**src/rtl/mem_port_arbiter_if.sv**
```systemverilog
`default_nettype none
// ==== mem_port_arbiter_if : CPU, DMA and RAM bus bundle for mem_port_arbiter ==== rev 1.0 ====
interface mem_port_arbiter_if #(
   parameter int DW = 10,
   parameter int AW = 10
);
   logic          cpu_req;
   logic          cpu_we;
   logic [AW-1:0] cpu_addr;
   logic [DW-1:0] cpu_wdata;
   logic          cpu_stall;
   logic          cpu_rvalid;
   logic [DW-1:0] cpu_rdata;

   logic          dma_req;
   logic          dma_we;
   logic [AW-1:0] dma_addr;
   logic [DW-1:0] dma_wdata;
   logic          dma_gnt;
   logic          dma_rvalid;
   logic [DW-1:0] dma_rdata;

   logic [1:0]    ram_ldst;
   logic [AW-1:0] ram_addr;
   logic [DW-1:0] ram_wdata;
   logic [DW-1:0] ram_rdata;

   modport slave (
      input  cpu_req, cpu_we, cpu_addr, cpu_wdata,
      output cpu_stall, cpu_rvalid, cpu_rdata,
      input  dma_req, dma_we, dma_addr, dma_wdata,
      output dma_gnt, dma_rvalid, dma_rdata,
      output ram_ldst, ram_addr, ram_wdata,
      input  ram_rdata
   );

   modport master (
      output cpu_req, cpu_we, cpu_addr, cpu_wdata,
      input  cpu_stall, cpu_rvalid, cpu_rdata,
      output dma_req, dma_we, dma_addr, dma_wdata,
      input  dma_gnt, dma_rvalid, dma_rdata,
      input  ram_ldst, ram_addr, ram_wdata,
      output ram_rdata
   );
endinterface
`default_nettype wire

```
**src/rtl/mem_port_arbiter.sv**
```systemverilog
`default_nettype none
// ==== mem_port_arbiter : CPU-priority arbiter for a single-port data RAM with ====
// ==== DMA starvation guard and bounded DMA bursts                 rev 1.0 ====
module mem_port_arbiter #(
   parameter int DW         = 10,
   parameter int AW         = 10,
   parameter int BURST_MAX  = 4,
   parameter int STARVE_MAX = 8
) (
   input  logic              clk,
   input  logic              reset,
   mem_port_arbiter_if.slave bus
);
   localparam int BW = $clog2(BURST_MAX + 1);
   localparam int SW = $clog2(STARVE_MAX + 1);
   localparam logic [BW-1:0] C_BURST_MAX  = BW'(BURST_MAX);
   localparam logic [SW-1:0] C_STARVE_MAX = SW'(STARVE_MAX);
   localparam logic [1:0]    C_IDLE  = 2'b00;
   localparam logic [1:0]    C_LOAD  = 2'b01;
   localparam logic [1:0]    C_STORE = 2'b10;

   typedef enum logic [0:0] {S_CPU = 1'b0, S_DMA = 1'b1} state_t;

   state_t        r_state, w_state_nxt;
   logic [BW-1:0] r_burst_cnt, w_burst_nxt;
   logic [SW-1:0] r_starve_cnt, w_starve_nxt;
   logic          r_tag_valid, r_tag_dma;
   logic          w_cpu_grant, w_dma_grant;
   logic          w_cpu_issue, w_dma_issue;

   always_comb begin
      w_state_nxt = r_state;
      w_burst_nxt = r_burst_cnt;
      w_cpu_grant = 1'b0;
      w_dma_grant = 1'b0;
      case (r_state)
         S_CPU: begin
            if (bus.cpu_req && (r_starve_cnt < C_STARVE_MAX)) begin
               w_cpu_grant = 1'b1;
            end else if (bus.dma_req) begin
               w_dma_grant = 1'b1;
               w_state_nxt = S_DMA;
               w_burst_nxt = BW'(1);
            end
         end
         S_DMA: begin
            if (bus.dma_req && (r_burst_cnt < C_BURST_MAX)) begin
               w_dma_grant = 1'b1;
               w_burst_nxt = r_burst_cnt + 1'b1;
            end else if (bus.cpu_req) begin
               w_cpu_grant = 1'b1;
               w_state_nxt = S_CPU;
               w_burst_nxt = '0;
            end else if (bus.dma_req) begin
               // burst exhausted but the CPU is idle: start a fresh burst
               w_dma_grant = 1'b1;
               w_burst_nxt = BW'(1);
            end else begin
               w_state_nxt = S_CPU;
               w_burst_nxt = '0;
            end
         end
         default: begin
            w_state_nxt = S_CPU;
            w_burst_nxt = '0;
         end
      endcase
   end

   always_comb begin
      w_starve_nxt = '0;
      if (bus.dma_req && !w_dma_grant) begin
         w_starve_nxt = (r_starve_cnt == C_STARVE_MAX) ? r_starve_cnt : r_starve_cnt + 1'b1;
      end
   end

   // Outputs are masked while reset is low; the flops are held by the async clear.
   assign w_cpu_issue = w_cpu_grant & reset;
   assign w_dma_issue = w_dma_grant & reset;

   always_comb begin
      bus.ram_ldst  = C_IDLE;
      bus.ram_addr  = '0;
      bus.ram_wdata = '0;
      if (w_cpu_issue) begin
         bus.ram_ldst = bus.cpu_we ? C_STORE : C_LOAD;
         bus.ram_addr = bus.cpu_addr;
         if (bus.cpu_we) bus.ram_wdata = bus.cpu_wdata;
      end else if (w_dma_issue) begin
         bus.ram_ldst = bus.dma_we ? C_STORE : C_LOAD;
         bus.ram_addr = bus.dma_addr;
         if (bus.dma_we) bus.ram_wdata = bus.dma_wdata;
      end
   end

   always_ff @(posedge clk or negedge reset) begin
      if (!reset) begin
         r_state      <= S_CPU;
         r_burst_cnt  <= '0;
         r_starve_cnt <= '0;
         r_tag_valid  <= 1'b0;
         r_tag_dma    <= 1'b0;
      end else begin
         r_state      <= w_state_nxt;
         r_burst_cnt  <= w_burst_nxt;
         r_starve_cnt <= w_starve_nxt;
         r_tag_valid  <= (w_cpu_grant & ~bus.cpu_we) | (w_dma_grant & ~bus.dma_we);
         r_tag_dma    <= w_dma_grant;
      end
   end

   assign bus.cpu_stall  = bus.cpu_req & ~w_cpu_issue;
   assign bus.dma_gnt    = w_dma_issue;
   assign bus.cpu_rvalid = r_tag_valid & ~r_tag_dma;
   assign bus.dma_rvalid = r_tag_valid & r_tag_dma;
   assign bus.cpu_rdata  = bus.cpu_rvalid ? bus.ram_rdata : '0;
   assign bus.dma_rdata  = bus.dma_rvalid ? bus.ram_rdata : '0;
endmodule
`default_nettype wire

```
**src/flat_wrapper.sv**
```systemverilog
// flat-port wrapper written by rule: the top's interface ports become plain ports
module mem_port_arbiter_flat 
#(
   parameter int DW         = 10,
   parameter int AW         = 10,
   parameter int BURST_MAX  = 4,
   parameter int STARVE_MAX = 8
)
  (clk, reset, bus_cpu_req, bus_cpu_we, bus_cpu_addr, bus_cpu_wdata, bus_cpu_stall, bus_cpu_rvalid, bus_cpu_rdata, bus_dma_req, bus_dma_we, bus_dma_addr, bus_dma_wdata, bus_dma_gnt, bus_dma_rvalid, bus_dma_rdata, bus_ram_ldst, bus_ram_addr, bus_ram_wdata, bus_ram_rdata);
  mem_port_arbiter_if #(.DW(DW), .AW(AW)) bus_i ();
  input  logic clk;
  input  logic reset;
  input wire logic [$bits(bus_i.cpu_req)-1:0] bus_cpu_req;
  input wire logic [$bits(bus_i.cpu_we)-1:0] bus_cpu_we;
  input wire logic [$bits(bus_i.cpu_addr)-1:0] bus_cpu_addr;
  input wire logic [$bits(bus_i.cpu_wdata)-1:0] bus_cpu_wdata;
  output wire logic [$bits(bus_i.cpu_stall)-1:0] bus_cpu_stall;
  output wire logic [$bits(bus_i.cpu_rvalid)-1:0] bus_cpu_rvalid;
  output wire logic [$bits(bus_i.cpu_rdata)-1:0] bus_cpu_rdata;
  input wire logic [$bits(bus_i.dma_req)-1:0] bus_dma_req;
  input wire logic [$bits(bus_i.dma_we)-1:0] bus_dma_we;
  input wire logic [$bits(bus_i.dma_addr)-1:0] bus_dma_addr;
  input wire logic [$bits(bus_i.dma_wdata)-1:0] bus_dma_wdata;
  output wire logic [$bits(bus_i.dma_gnt)-1:0] bus_dma_gnt;
  output wire logic [$bits(bus_i.dma_rvalid)-1:0] bus_dma_rvalid;
  output wire logic [$bits(bus_i.dma_rdata)-1:0] bus_dma_rdata;
  output wire logic [$bits(bus_i.ram_ldst)-1:0] bus_ram_ldst;
  output wire logic [$bits(bus_i.ram_addr)-1:0] bus_ram_addr;
  output wire logic [$bits(bus_i.ram_wdata)-1:0] bus_ram_wdata;
  input wire logic [$bits(bus_i.ram_rdata)-1:0] bus_ram_rdata;
  assign bus_i.cpu_req = bus_cpu_req;
  assign bus_i.cpu_we = bus_cpu_we;
  assign bus_i.cpu_addr = bus_cpu_addr;
  assign bus_i.cpu_wdata = bus_cpu_wdata;
  assign bus_cpu_stall = bus_i.cpu_stall;
  assign bus_cpu_rvalid = bus_i.cpu_rvalid;
  assign bus_cpu_rdata = bus_i.cpu_rdata;
  assign bus_i.dma_req = bus_dma_req;
  assign bus_i.dma_we = bus_dma_we;
  assign bus_i.dma_addr = bus_dma_addr;
  assign bus_i.dma_wdata = bus_dma_wdata;
  assign bus_dma_gnt = bus_i.dma_gnt;
  assign bus_dma_rvalid = bus_i.dma_rvalid;
  assign bus_dma_rdata = bus_i.dma_rdata;
  assign bus_ram_ldst = bus_i.ram_ldst;
  assign bus_ram_addr = bus_i.ram_addr;
  assign bus_ram_wdata = bus_i.ram_wdata;
  assign bus_i.ram_rdata = bus_ram_rdata;
  mem_port_arbiter #(.DW(DW), .AW(AW), .BURST_MAX(BURST_MAX), .STARVE_MAX(STARVE_MAX)) u_core (.clk(clk), .reset(reset), .bus(bus_i));
endmodule
```
**config.mk**
```make
export PLATFORM = sky130hd
export DESIGN_NAME = mem_port_arbiter_flat
export DESIGN_NICKNAME = d
export VERILOG_FILES = /design/src/rtl/mem_port_arbiter_if.sv /design/src/rtl/mem_port_arbiter.sv /design/src/flat_wrapper.sv
export SDC_FILE = /design/constraint.sdc
export NUM_CORES = 1
export LEC_CHECK = 0
export BUFFER_PORTS_ARGS = -buffer_cell sky130_fd_sc_hd__buf_2
export CAP_MARGIN = 20
export CELL_PAD_IN_SITES_DETAIL_PLACEMENT = 2
export CELL_PAD_IN_SITES_GLOBAL_PLACEMENT = 2
export CORE_MARGIN = 2
export CORE_UTILIZATION = 18
export DETAILED_ROUTE_END_ITERATION = 12
export GPL_TIMING_DRIVEN = 0
export PLACE_DENSITY_LB_ADDON = 0.3
export SETUP_SLACK_MARGIN = 0.1
export SLEW_MARGIN = 15
export SYNTH_ARGS = -nofsm -noshare
export SYNTH_HDL_FRONTEND = slang
export SYNTH_SLANG_ARGS = --single-unit
```
**constraint.sdc**
```tcl
create_clock -name clk -period 2.7 [get_ports clk]
set_input_delay 0.27 -clock clk [delete_from_list [all_inputs] [get_ports clk]]
set_output_delay 0.27 -clock clk [all_outputs]
set_load 0.02 [all_outputs]
```
==> out/qor.yml, run 1 <==
cts:
  clkSinkCount: 9
  cts_buffers: 3
  cts_root_buf: "clkbuf_8"
  ctsResizeCount: 0
  h-tree-depth: 1
  cts_setup_buffers: 0
  cts_tree: "yes"
  clk-insertion-delay-late_ps: 240
  path_clk_slew_ps: 40
  max-clock-path-buffers: 2
routing:
  ant_nets: 0
  wl_per_cell_um: 14.4
  wl_mm: 4.04
  via_per_inst: 4.43
  drc_errors: 0
  vias: 1244
  drtIter0Drc: 13
  firstDrtPassIters: 3
sta:
  fmax_mhz: 463
  clock-skew-final_ps: 1.54
  post-route-period-util: 0.801
  finalSetupViolations: 0
  worst_pin_slew_ps: 465
  tns_ps: 0
  hold_violations: 0
  slew_headroom: 0.690
  finalMaxSlewViolations: 0
  min_period_ps: 2160
  rsz0062_at_grt: "false"
  whs_ps: 327
floorplanning:
  design.core.area_um2: 5110
  dieHeight_um: 76.9
  start_util: 0.187
  ios: 102
  die_x_um: 76.9
  rows: 26
  die-area_um2: 5920
final_layout:
  multi_input_area_um2: 642
  seqCellArea_um2: 225
  syn_to_final_growth_pct: 67.7
  n_fill_cell: 646
  final_nets: 271
  n_antenna_cell: 0
  stdcell_area_um2: 1610
  layout.cells.non_filler: 281
  drive_gt1_frac: 0.597
logic_synthesis:
  synthAdderAreaFrac: 0.0392
  synth-compound-area-share: 0.280
  yosysSeqAreaShare: 0.235
  muxShareOfSynthArea: 0.0209
  synth.top_cell.area_share: 0.235
  synth.avg_cell_area_um2: 9.12
  yosysWarnings: 0
  synthSimpleGateAreaFrac: 0.312
  synth.net_count: 164
  synth_area_um2: 957
  synth_largest_area_cell: "dfrtp_1"
  postSynthCellCount: 105
  synthXorXnorAreaFrac: 0.0183
  synth.area.top_cells: "dfrtp_1 (24%), a22o_1 (12%), a32o_2 (8.2%)"
  synth_top_family_by_area: "simple AND/OR/NAND/NOR gates"
  synth.distinct_cells: 32
  synth_seq_cells: 9
global_routing:
  grt_max_degree: 13
  grt_usage: 0.138
  first_global_vias: 1335
  grt_pass1_wl_mm: 6.67
  grt-ovfl-total: 0
  antenna_found_initial: 0
place:
  placed_area_um2: 1550
  numPortBuffers: 101
  place_inst: 276
  hpwlAfterDp_mm: 3.45
  place_congestion: 0.738
setup_path:
  crit_top_cell: "buf_2"
  path_buf_inv: 5
  crit_fanout: 12
  start_kind: "input pin"
  worstSetupPathType: "in2out"
  path_cells: "dlygate4sd3_1 -> buf_2 -> inv_1 -> nor2_4 -> buf_4 -> a22o_1 -> buf_2"
  r2r-start: "u_core.r_starve_cnt[0]"
  timing.rr.end: "u_core.r_starve_cnt[0]"
  r2r_slack_ps: 1350
  path_delay_family: "buffers and inverters"
  rr_worst_depth: 6
  cp.required_ps: 2430
  crit_path_end_kind: "primary output"
  cp.arrival_ps: 1890
  cp_slowest_stage_delay_ps: 530
  critPathSlowestCell: "dlygate4sd3_1"
hold_path:
  hp-start: "bus_cpu_req"
  whs_path_depth: 2
  worstHoldPathType: "in2reg"
  holdPathEnd: "u_core.r_burst_cnt[0]"
power_and_ir_drop:
  powerDensity_nw_per_um2: 337
  ir_worst_vdd_mv: 0.115
  p_leak_nw: 0.982
run:
  drv_cap: 0
status:
  status: "complete, no violations"
[layer usage]
layer / GRT usage / vias to the layer above / wire [µm]
li1: - / 602 / -
met4: 0.0527 / 0 / 80
met1: 0.165 / 583 / 1670
met3: 0.0341 / 9 / 281
met5: 0 / - / 0
met2: 0.237 / 50 / 2000
[state kept, by name (all words and copies together), names as in the netlist]
register,count
u_core.r_starve_cnt,4
u_core.r_burst_cnt,3
u_core.r_state,1
u_core.r_tag_valid,1
[cell usage in the layout, fill, tap and decap left out, types with 4 or more instances in the layout]
cell type    n
buf_6        4
nor2_1       4
inv_1        6
dfrtp_1      9
a32o_2       7
and2_1      12
buf_2      101
and3_1      10
clkbuf_1     5
a22o_1      13
a21oi_1      4
[kinds of logic after synthesis]
family	count (synthesis)
xor+xnor	2
buf+inv	15
mux	2
flops	9
simple gates	44
compound gates	30
fa+ha+maj	3
[power by group]
group | internal [mW] | switching (mW) | leakage, nW
registers | 0.145 | 0.00767 | 0.119
clock network | 0.103 | 0.0562 | 0.0228
logic | 0.104 | 0.126 | 0.840
total | 0.352 | 0.190 | 0.982
[cells in the mapped netlist, drive strengths merged]
cell type	instances
a21o	1
nand2b	3
nor2b	2
buf	5
nand2	1
a32o	10
a22o	13
and2	13
nand3	1
inv	6
nand3b	2
o2bb2ai	1
a21oi	4
and3	11
and3b	1
nor2	5
mux2i	2
xor2	1
o21ai	1
dfrtp	9
clkbuf	4
xnor2	1
or2	3
ha	3
nor3	1
and4	1
[worst register-to-register path: cells and delay by family, from the launching register on]
kind | cells | cell delay (ps)
buffers and inverters | 1 | 80
adders and majority gates | 1 | 130
and+or+nand+nor | 3 | 430
xor gates and xnor gates | 1 | 170
DFF | 1 | 420
[worst max-delay path by stage]
stage / end / start / slack (ps) / depth (start not counted)
2_1_floorplan: bus_ram_addr[0] / u_core.r_state / 1060 / 6
3_3_place_gp: bus_ram_addr[6] / u_core.r_state / 890 / 7
3_5_place_dp: bus_ram_wdata[0] / u_core.r_state / 890 / 7
4_1_cts: bus_ram_addr[0] / reset / 520 / 7
5_1_grt: bus_ram_addr[5] / reset / 410 / 7
6_report: bus_ram_addr[0] / reset / 540 / 7
[timing repair]
action | CTS | global route
hold buffers | 1 | 0
endpoints found under the hold margin | 9 | 0
endpoints found under the setup margin | 0 | 0
[through the flow]
step,utilization,power (mW),setup slack (ps)
after floorplan,-,0.287,1060
after detailed placement,0.304,0.388,886
after global placement,0.304,0.384,889
after global routing,0.314,0.579,411
after CTS,0.314,0.552,517
final,0.314,0.542,538
[cell type report]
cell class	instances	share of cell area
multi-input cells	81	0.400
repair buffers	102	0.321
flip-flops and latches	9	0.140
well taps	70	0.0546
plain buffers	9	0.0421
clock buffers	4	0.0281
inverters	6	0.0140
(Power assumes the default switching activity.)
==> inputs of run 2 (changes only) <==
CORE_UTILIZATION = 15   (was 18)
clock period = 1.75 ns   (was 2.7 ns; I/O delays follow)
==> run 2 against run 1 <==
Against the previous run:
- the flow now finishes with violations (setup timing)
- clock power rose by 55%
- hold slack worse by 82 ps
- die area up 19%
- sequential share of layout area decreased by 2.5 points
- sequential power up 54%
- clock skew fell by 0.99 ps
- critical path type is now reg2out
- largest cell class is now buffers
- largest power group unchanged
==> out/qor.yml, run 2 (synthesis results as in run 1) <==
final_layout:
  multi_input_area_um2: 674  # was 642 µm²
  final_cell_mix: "buf_2 (68), buf_6 (37), a22o_1 (13), buf_4 (12), and3_1 (10)"  # was buf_2 (101), a22o_1 (13), and2_1 (12), and3_1 (10), dfrtp_1 (9)
  seqCellArea_um2: 225  # unchanged
  final_nets: 282  # was 271
  n_antenna_cell: 0  # unchanged
  n_fill_cell: 735  # was 646
  layout_commonest_cell: "buf_2"  # unchanged
  regMostFlops: "u_core.r_starve_cnt"  # unchanged
  top_regs: "u_core.r_starve_cnt x4, u_core.r_burst_cnt x3"  # unchanged
  drive_gt1_frac: 0.662  # was 0.597
  largest_reg_flops: 4  # unchanged
  syn_to_final_growth_pct: 104  # was 67.7%
sta:
  min_period_ps: 1880
  whs_ps: 245  # was 327 ps
  post-route-period-util: 1.07
  tns_ps: -2480  # was 0 ps
  finalSetupViolations: 23  # was 0
  clock-skew-final_ps: 0.553  # was 1.54 ps
  timing.final.ws_setup_ps: -129  # was 538 ps
  rsz0062_at_grt: "true"  # was false
  fmax_mhz: 532
  finalMaxSlewViolations: 0  # unchanged
  hold_violations: 0  # unchanged
  worst_pin_slew_ps: 482  # was 465 ps
  slew_headroom: 0.679  # was 0.690
global_routing:
  first_global_vias: 1474  # was 1335
  grt_max_degree: 11  # was 13
  grt_pass1_wl_mm: 7.82  # was 6.67 mm
  antenna_found_initial: 0  # unchanged
  grt_usage: 0.136  # was 0.138
  grt-ovfl-total: 0  # unchanged
setup_path:
  path_cells: "buf_6 -> and2_4 -> o21ai_4 -> and4_4 -> buf_6 -> a32o_2 -> buf_6"  # was dlygate4sd3_1 -> buf_2 -> inv_1 -> nor2_4 -> buf_4 -> a22o_1 -> buf_2
  start_kind: "register"  # was input pin
  r2r-start: "u_core.r_starve_cnt[0]"  # unchanged
  cp.required_ps: 1570  # was 2430 ps
  path_buf_inv: 3  # was 5
  timing.rr.end: "u_core.r_starve_cnt[1]"  # was u_core.r_starve_cnt[0]
  crit_fanout: 6  # was 12
  crit_top_cell: "buf_6"  # was buf_2
  worstSetupPathType: "reg2out"  # was in2out
  r2r_slack_ps: 400  # was 1350 ps
  rr_worst_depth: 6  # unchanged
  cp.arrival_ps: 1700  # was 1890 ps
  crit_path_end_kind: "primary output"  # unchanged
  path_delay_family: "simple AND/OR/NAND/NOR gates"  # was buffers and inverters
  cp_slowest_stage_delay_ps: 360  # was 530 ps
  critPathSlowestCell: "dfrtp_1"  # was dlygate4sd3_1
routing:
  wl_mm: 4.89  # was 4.04 mm
  wl_per_cell_um: 16.3  # was 14.4 µm
  ant_nets: 0  # unchanged
  drc_errors: 0  # unchanged
  vias: 1303  # was 1244
  drtIter0Drc: 5  # was 13
  via_per_inst: 4.36  # was 4.43
  firstDrtPassIters: 4  # was 3
power_and_ir_drop:
  powerDensity_nw_per_um2: 487  # was 337 nW/µm²
  combPwrFrac: 0.491  # was 0.424
  pwr-share-seq: 0.249  # was 0.282
  p_leak_nw: 1.10  # was 0.982 nW
  switching_share: 0.343  # was 0.350
  intPower_mw: 0.624  # was 0.352 mW
  power_switching_mw: 0.325  # was 0.190 mW
  ir_worst_vdd_mv: 0.185  # was 0.115 mV
  clkPwrFrac: 0.261  # was 0.294
hold_path:
  worstHoldPathType: "in2reg"  # unchanged
  whs_path_depth: 3  # was 2
  hp-start: "bus_dma_we"  # was bus_cpu_req
  holdPathEnd: "u_core.r_tag_valid"  # was u_core.r_burst_cnt[0]
floorplanning:
  rows: 29  # was 26
  design.core.area_um2: 6280  # was 5110 µm²
  dieHeight_um: 83.9  # was 76.9 µm
  ios: 102  # unchanged
  die-area_um2: 7040  # was 5920 µm²
  start_util: 0.152  # was 0.187
  die_x_um: 83.9  # was 76.9 µm
cts:
  max-clock-path-buffers: 2  # unchanged
  clk-insertion-delay-late_ps: 230  # was 240 ps
  cts_buffers: 3  # unchanged
  clkSinkCount: 9  # unchanged
  cts_tree: "yes"  # unchanged
  cts_root_buf: "clkbuf_8"  # unchanged
  path_clk_slew_ps: 50  # was 40 ps
  h-tree-depth: 1  # unchanged
status:
  status: "complete, but fails checks"  # was complete, no violations
  violations: "setup timing"
run:
  drv_cap: 0  # unchanged
place:
  numPortBuffers: 101  # unchanged
  place_congestion: 0.676  # was 0.738
  hpwlAfterDp_mm: 3.62  # was 3.45 mm
==> run 2: cell types whose count changed in the layout (fill, tap and decap cells not counted), moves of 2 or more <==
cell and change:
buf_6 +33, clkbuf_1 -2, and2_4 +6, buf_4 +11, buf_2 -33, and2_1 -6
==> run 2: routing by layer <==
metal | share of wire | GRT usage | vias to the layer above
met2 | 0.55 | 0.257 | 43
met1 | 0.40 | 0.163 | 628
met5 | 0 | 0 | -
met4 | 0.0068 | 0.0337 | 0
met3 | 0.037 | 0.0129 | 4
li1 | - | - | 628
==> run 2: cell type report <==
cell class                      count  share of cell area
Multi-Input combinational cell     81               0.346
Tap cell                           77              0.0495
Inverter                            6              0.0116
Clock buffer                        4              0.0231
Timing Repair Buffer              113               0.411
Buffer                              9              0.0430
Sequential cell                     9               0.116
==> run 2: power groups by stage <==
stage / registers [mW] / clock network (mW) / logic, mW
final: 0.236 / 0.247 / 0.466
after floorplan: 0.236 / 0 / 0.207
after global placement: 0.238 / 0 / 0.357
after CTS: 0.236 / 0.256 / 0.439
after detailed placement: 0.239 / 0 / 0.364
after global routing: 0.237 / 0.268 / 0.500
==> run 2: timing repair <==
action	4_1_cts	5_1_grt
buffers inserted	6	1
pin swaps	10	3
resized for setup	57	30
hold endpoints to repair	9	0
hold buffers	1	0
endpoints found under the setup margin	33	43
cloned	4	0
==> run 2: worst max path at each step <==
stage	start	to	slack (ps)	cells past startpoint
after floorplan	u_core.r_state	bus_ram_addr[0]	210	6
after global placement	u_core.r_state	bus_ram_wdata[8]	30	7
after detailed placement	u_core.r_state	bus_ram_wdata[8]	40	7
after CTS	u_core.r_state	bus_ram_wdata[1]	-140	7
after global routing	u_core.r_state	bus_ram_wdata[9]	-210	7
final	u_core.r_state	bus_ram_wdata[6]	-130	7
==> run 2: worst register-to-register path: cells and delay by family, from the launching register on <==
family | cells | cell delay [ps]
AND/OR/NAND/NOR | 3 | 420
multiplexers | 1 | 160
adder cells (fa/ha/maj) | 1 | 150
buffers and inverters | 1 | 80
flip-flops | 1 | 420
==> run 2: through the flow <==
| stage | utilization | power (mW) | instances | area [µm²] | setup WS [ps] |
|---|---|---|---|---|---|
| 6_report | 0.310 | 0.949 | 299 | 1950 | -129 |
| 3_5_place_dp | 0.248 | 0.604 | 283 | 1560 | 36.5 |
| 5_1_grt | 0.310 | 1.01 | 299 | 1950 | -209 |
| 2_1_floorplan | - | 0.443 | 105 | 957 | 208 |
| 4_1_cts | 0.296 | 0.932 | 298 | 1860 | -142 |
| 3_3_place_gp | 0.248 | 0.596 | 283 | 1560 | 27.9 |
==> inputs of run 3 (changes only) <==
CORE_UTILIZATION = 18   (was 15)
PLACE_DENSITY_LB_ADDON = 0.1   (was 0.3)
clock period = 2.2 ns   (was 1.75 ns; I/O delays follow)
==> run 3 against run 2 <==
Against the previous run:
- the run now ends clean
- register-to-register slack improved by 470 ps
- routed wire length decreased by 12%
- count of clock-buffer cells in the layout unchanged
- highest routed layer unchanged
- die area decreased by 16%
- critical path type unchanged
- hold slack improved by 19 ps
- largest power group unchanged
==> out/qor.yml, run 3 (synthesis results as in run 1) <==
sta:
  tns_ps: 0  # was -2480 ps
  finalSetupViolations: 0  # was 23
  clock-skew-final_ps: 0.550  # was 0.553 ps
  min_period_ps: 1980
  worst_pin_slew_ps: 466  # was 482 ps
  slew_headroom: 0.690  # was 0.679
  fmax_mhz: 504
  finalMaxSlewViolations: 0  # unchanged
  whs_ps: 264  # was 245 ps
  hold_violations: 0  # unchanged
  rsz0062_at_grt: "false"  # was true
  post-route-period-util: 0.901
hold_path:
  worstHoldPathType: "in2reg"  # unchanged
  whs_path_depth: 2  # was 3
setup_path:
  path_buf_inv: 3  # unchanged
  path_cells: "buf_6 -> and3b_4 -> nand3b_4 -> nor2_4 -> buf_4 -> a22o_1 -> buf_2"  # was buf_6 -> and2_4 -> o21ai_4 -> and4_4 -> buf_6 -> a32o_2 -> buf_6
  path_depth: 7  # unchanged
  cp.arrival_ps: 1760  # was 1700 ps
  cp_slowest_stage_delay_ps: 370  # was 360 ps
  crit_fanout: 10  # was 6
  rr_worst_depth: 6  # unchanged
  worstSetupPathType: "reg2out"  # unchanged
  crit_path_end_kind: "primary output"  # unchanged
  start_kind: "register"  # unchanged
  path_delay_family: "buffers and inverters"  # was simple AND/OR/NAND/NOR gates
  critPathSlowestCell: "dfrtp_1"  # unchanged
  cp.required_ps: 1980  # was 1570 ps
floorplanning:
  design.core.area_um2: 5110  # was 6280 µm²
  rows: 26  # was 29
  start_util: 0.187  # was 0.152
  die_x_um: 76.9  # was 83.9 µm
  dieHeight_um: 76.9  # was 83.9 µm
  die-area_um2: 5920  # was 7040 µm²
  ios: 102  # unchanged
final_layout:
  largest_reg_flops: 4  # unchanged
  top_regs: "u_core.r_starve_cnt x4, u_core.r_burst_cnt x3"  # unchanged
  regMostFlops: "u_core.r_starve_cnt"  # unchanged
  final_nets: 271  # was 282
  layout_commonest_cell: "buf_2"  # unchanged
  final_cell_mix: "buf_2 (100), a22o_1 (13), and2_1 (12), and3_1 (10), dfrtp_1 (9)"  # was buf_2 (68), buf_6 (37), a22o_1 (13), buf_4 (12), and3_1 (10)
  drive_gt1_frac: 0.597  # was 0.662
  syn_to_final_growth_pct: 68.0  # was 104%
  stdcell_area_um2: 1610  # was 1950 µm²
  n_antenna_cell: 0  # unchanged
power_and_ir_drop:
  ir_worst_vdd_mv: 0.300  # was 0.185 mV
  powerDensity_nw_per_um2: 415  # was 487 nW/µm²
  p_leak_nw: 0.983  # was 1.10 nW
global_routing:
  antenna_found_initial: 0  # unchanged
  grt_usage: 0.143  # was 0.136
  grt_max_degree: 13  # was 11
  grt-ovfl-total: 0  # unchanged
  grt_pass1_wl_mm: 6.90  # was 7.82 mm
  first_global_vias: 1274  # was 1474
place:
  numPortBuffers: 101  # unchanged
  place_congestion: 0.754  # was 0.676
  hpwlAfterDp_mm: 3.72  # was 3.62 mm
  placed_area_um2: 1550  # was 1560 µm²
cts:
  cts_root_buf: "clkbuf_8"  # unchanged
  max-clock-path-buffers: 2  # unchanged
  path_clk_slew_ps: 40  # was 50 ps
  cts_buffers: 3  # unchanged
  cts_setup_buffers: 0  # was 6
  clk-insertion-delay-late_ps: 230  # about the same
  clkSinkCount: 9  # unchanged
  cts_tree: "yes"  # unchanged
  h-tree-depth: 1  # unchanged
routing:
  drc_errors: 0  # unchanged
  firstDrtPassIters: 4  # unchanged
  wl_mm: 4.29  # was 4.89 mm
  vias: 1236  # was 1303
  via_per_inst: 4.40  # was 4.36
  drtIter0Drc: 16  # was 5
  wl_per_cell_um: 15.3  # was 16.3 µm
  ant_nets: 0  # unchanged
status:
  status: "complete, no violations"  # was complete, but fails checks
run:
  drv_cap: 0  # unchanged
[run 3: changes by cell type in the layout (fill, tap and decap cells not counted), sizes merged]
cell and delta:
buf -13, clkbuf +2
[run 3: power breakdown]
| part | internal (mW) | switching (mW) | total [mW] |
|---|---|---|---|
| logic | 0.129 | 0.157 | 0.285 |
| clock network | 0.126 | 0.0680 | 0.195 |
| registers | 0.178 | 0.0102 | 0.188 |
[run 3: per-stage QoR]
step           power, mW  instances   util  setup slack, ps
6_report           0.668        281  0.315              218
5_1_grt            0.711        281  0.315              105
4_1_cts            0.677        281  0.314              129
3_5_place_dp       0.478        276  0.304              458
3_3_place_gp       0.466        276  0.304              503
2_1_floorplan      0.352        105      -              613
[run 3: area by class of cell]
class,instances,area [µm²]
plain buffers,9,67.6
clock buffers,4,45.0
fillers,634,3500
inverters,6,22.5
multi-input cells,81,642
flip-flops and latches,9,225
well taps,70,87.6
repair buffers,102,518
[run 3: worst paths after layout]
kind / endpoint / startpoint / slack (ps)
min in group asynchronous: u_core.r_burst_cnt[1] / reset / 380
max in group asynchronous: u_core.r_tag_valid / reset / 1670
max: bus_ram_addr[4] / u_core.r_state / 220
max reg2reg: u_core.r_starve_cnt[1] / u_core.r_starve_cnt[0] / 870
min: u_core.r_burst_cnt[0] / bus_cpu_req / 260
min reg2reg: u_core.r_burst_cnt[1] / u_core.r_burst_cnt[1] / 520
[run 3: routing by layer]
layer | vias to the layer above | routed length (µm) | global-route usage
li1 | 603 | - | -
met1 | 586 | 1720 | 0.164
met2 | 42 | 2280 | 0.269
met3 | 5 | 256 | 0.0306
met4 | 0 | 36 | 0.0327
met5 | - | 0 | 0
[run 3: what timing repair did]
| action | 4_1_cts | 5_1_grt |
|---|---|---|
| endpoints found under the hold margin | 9 | 0 |
| gates resized for setup | 0 | 1 |
| hold buffers | 1 | 0 |
| setup endpoints to repair | 0 | 19 |
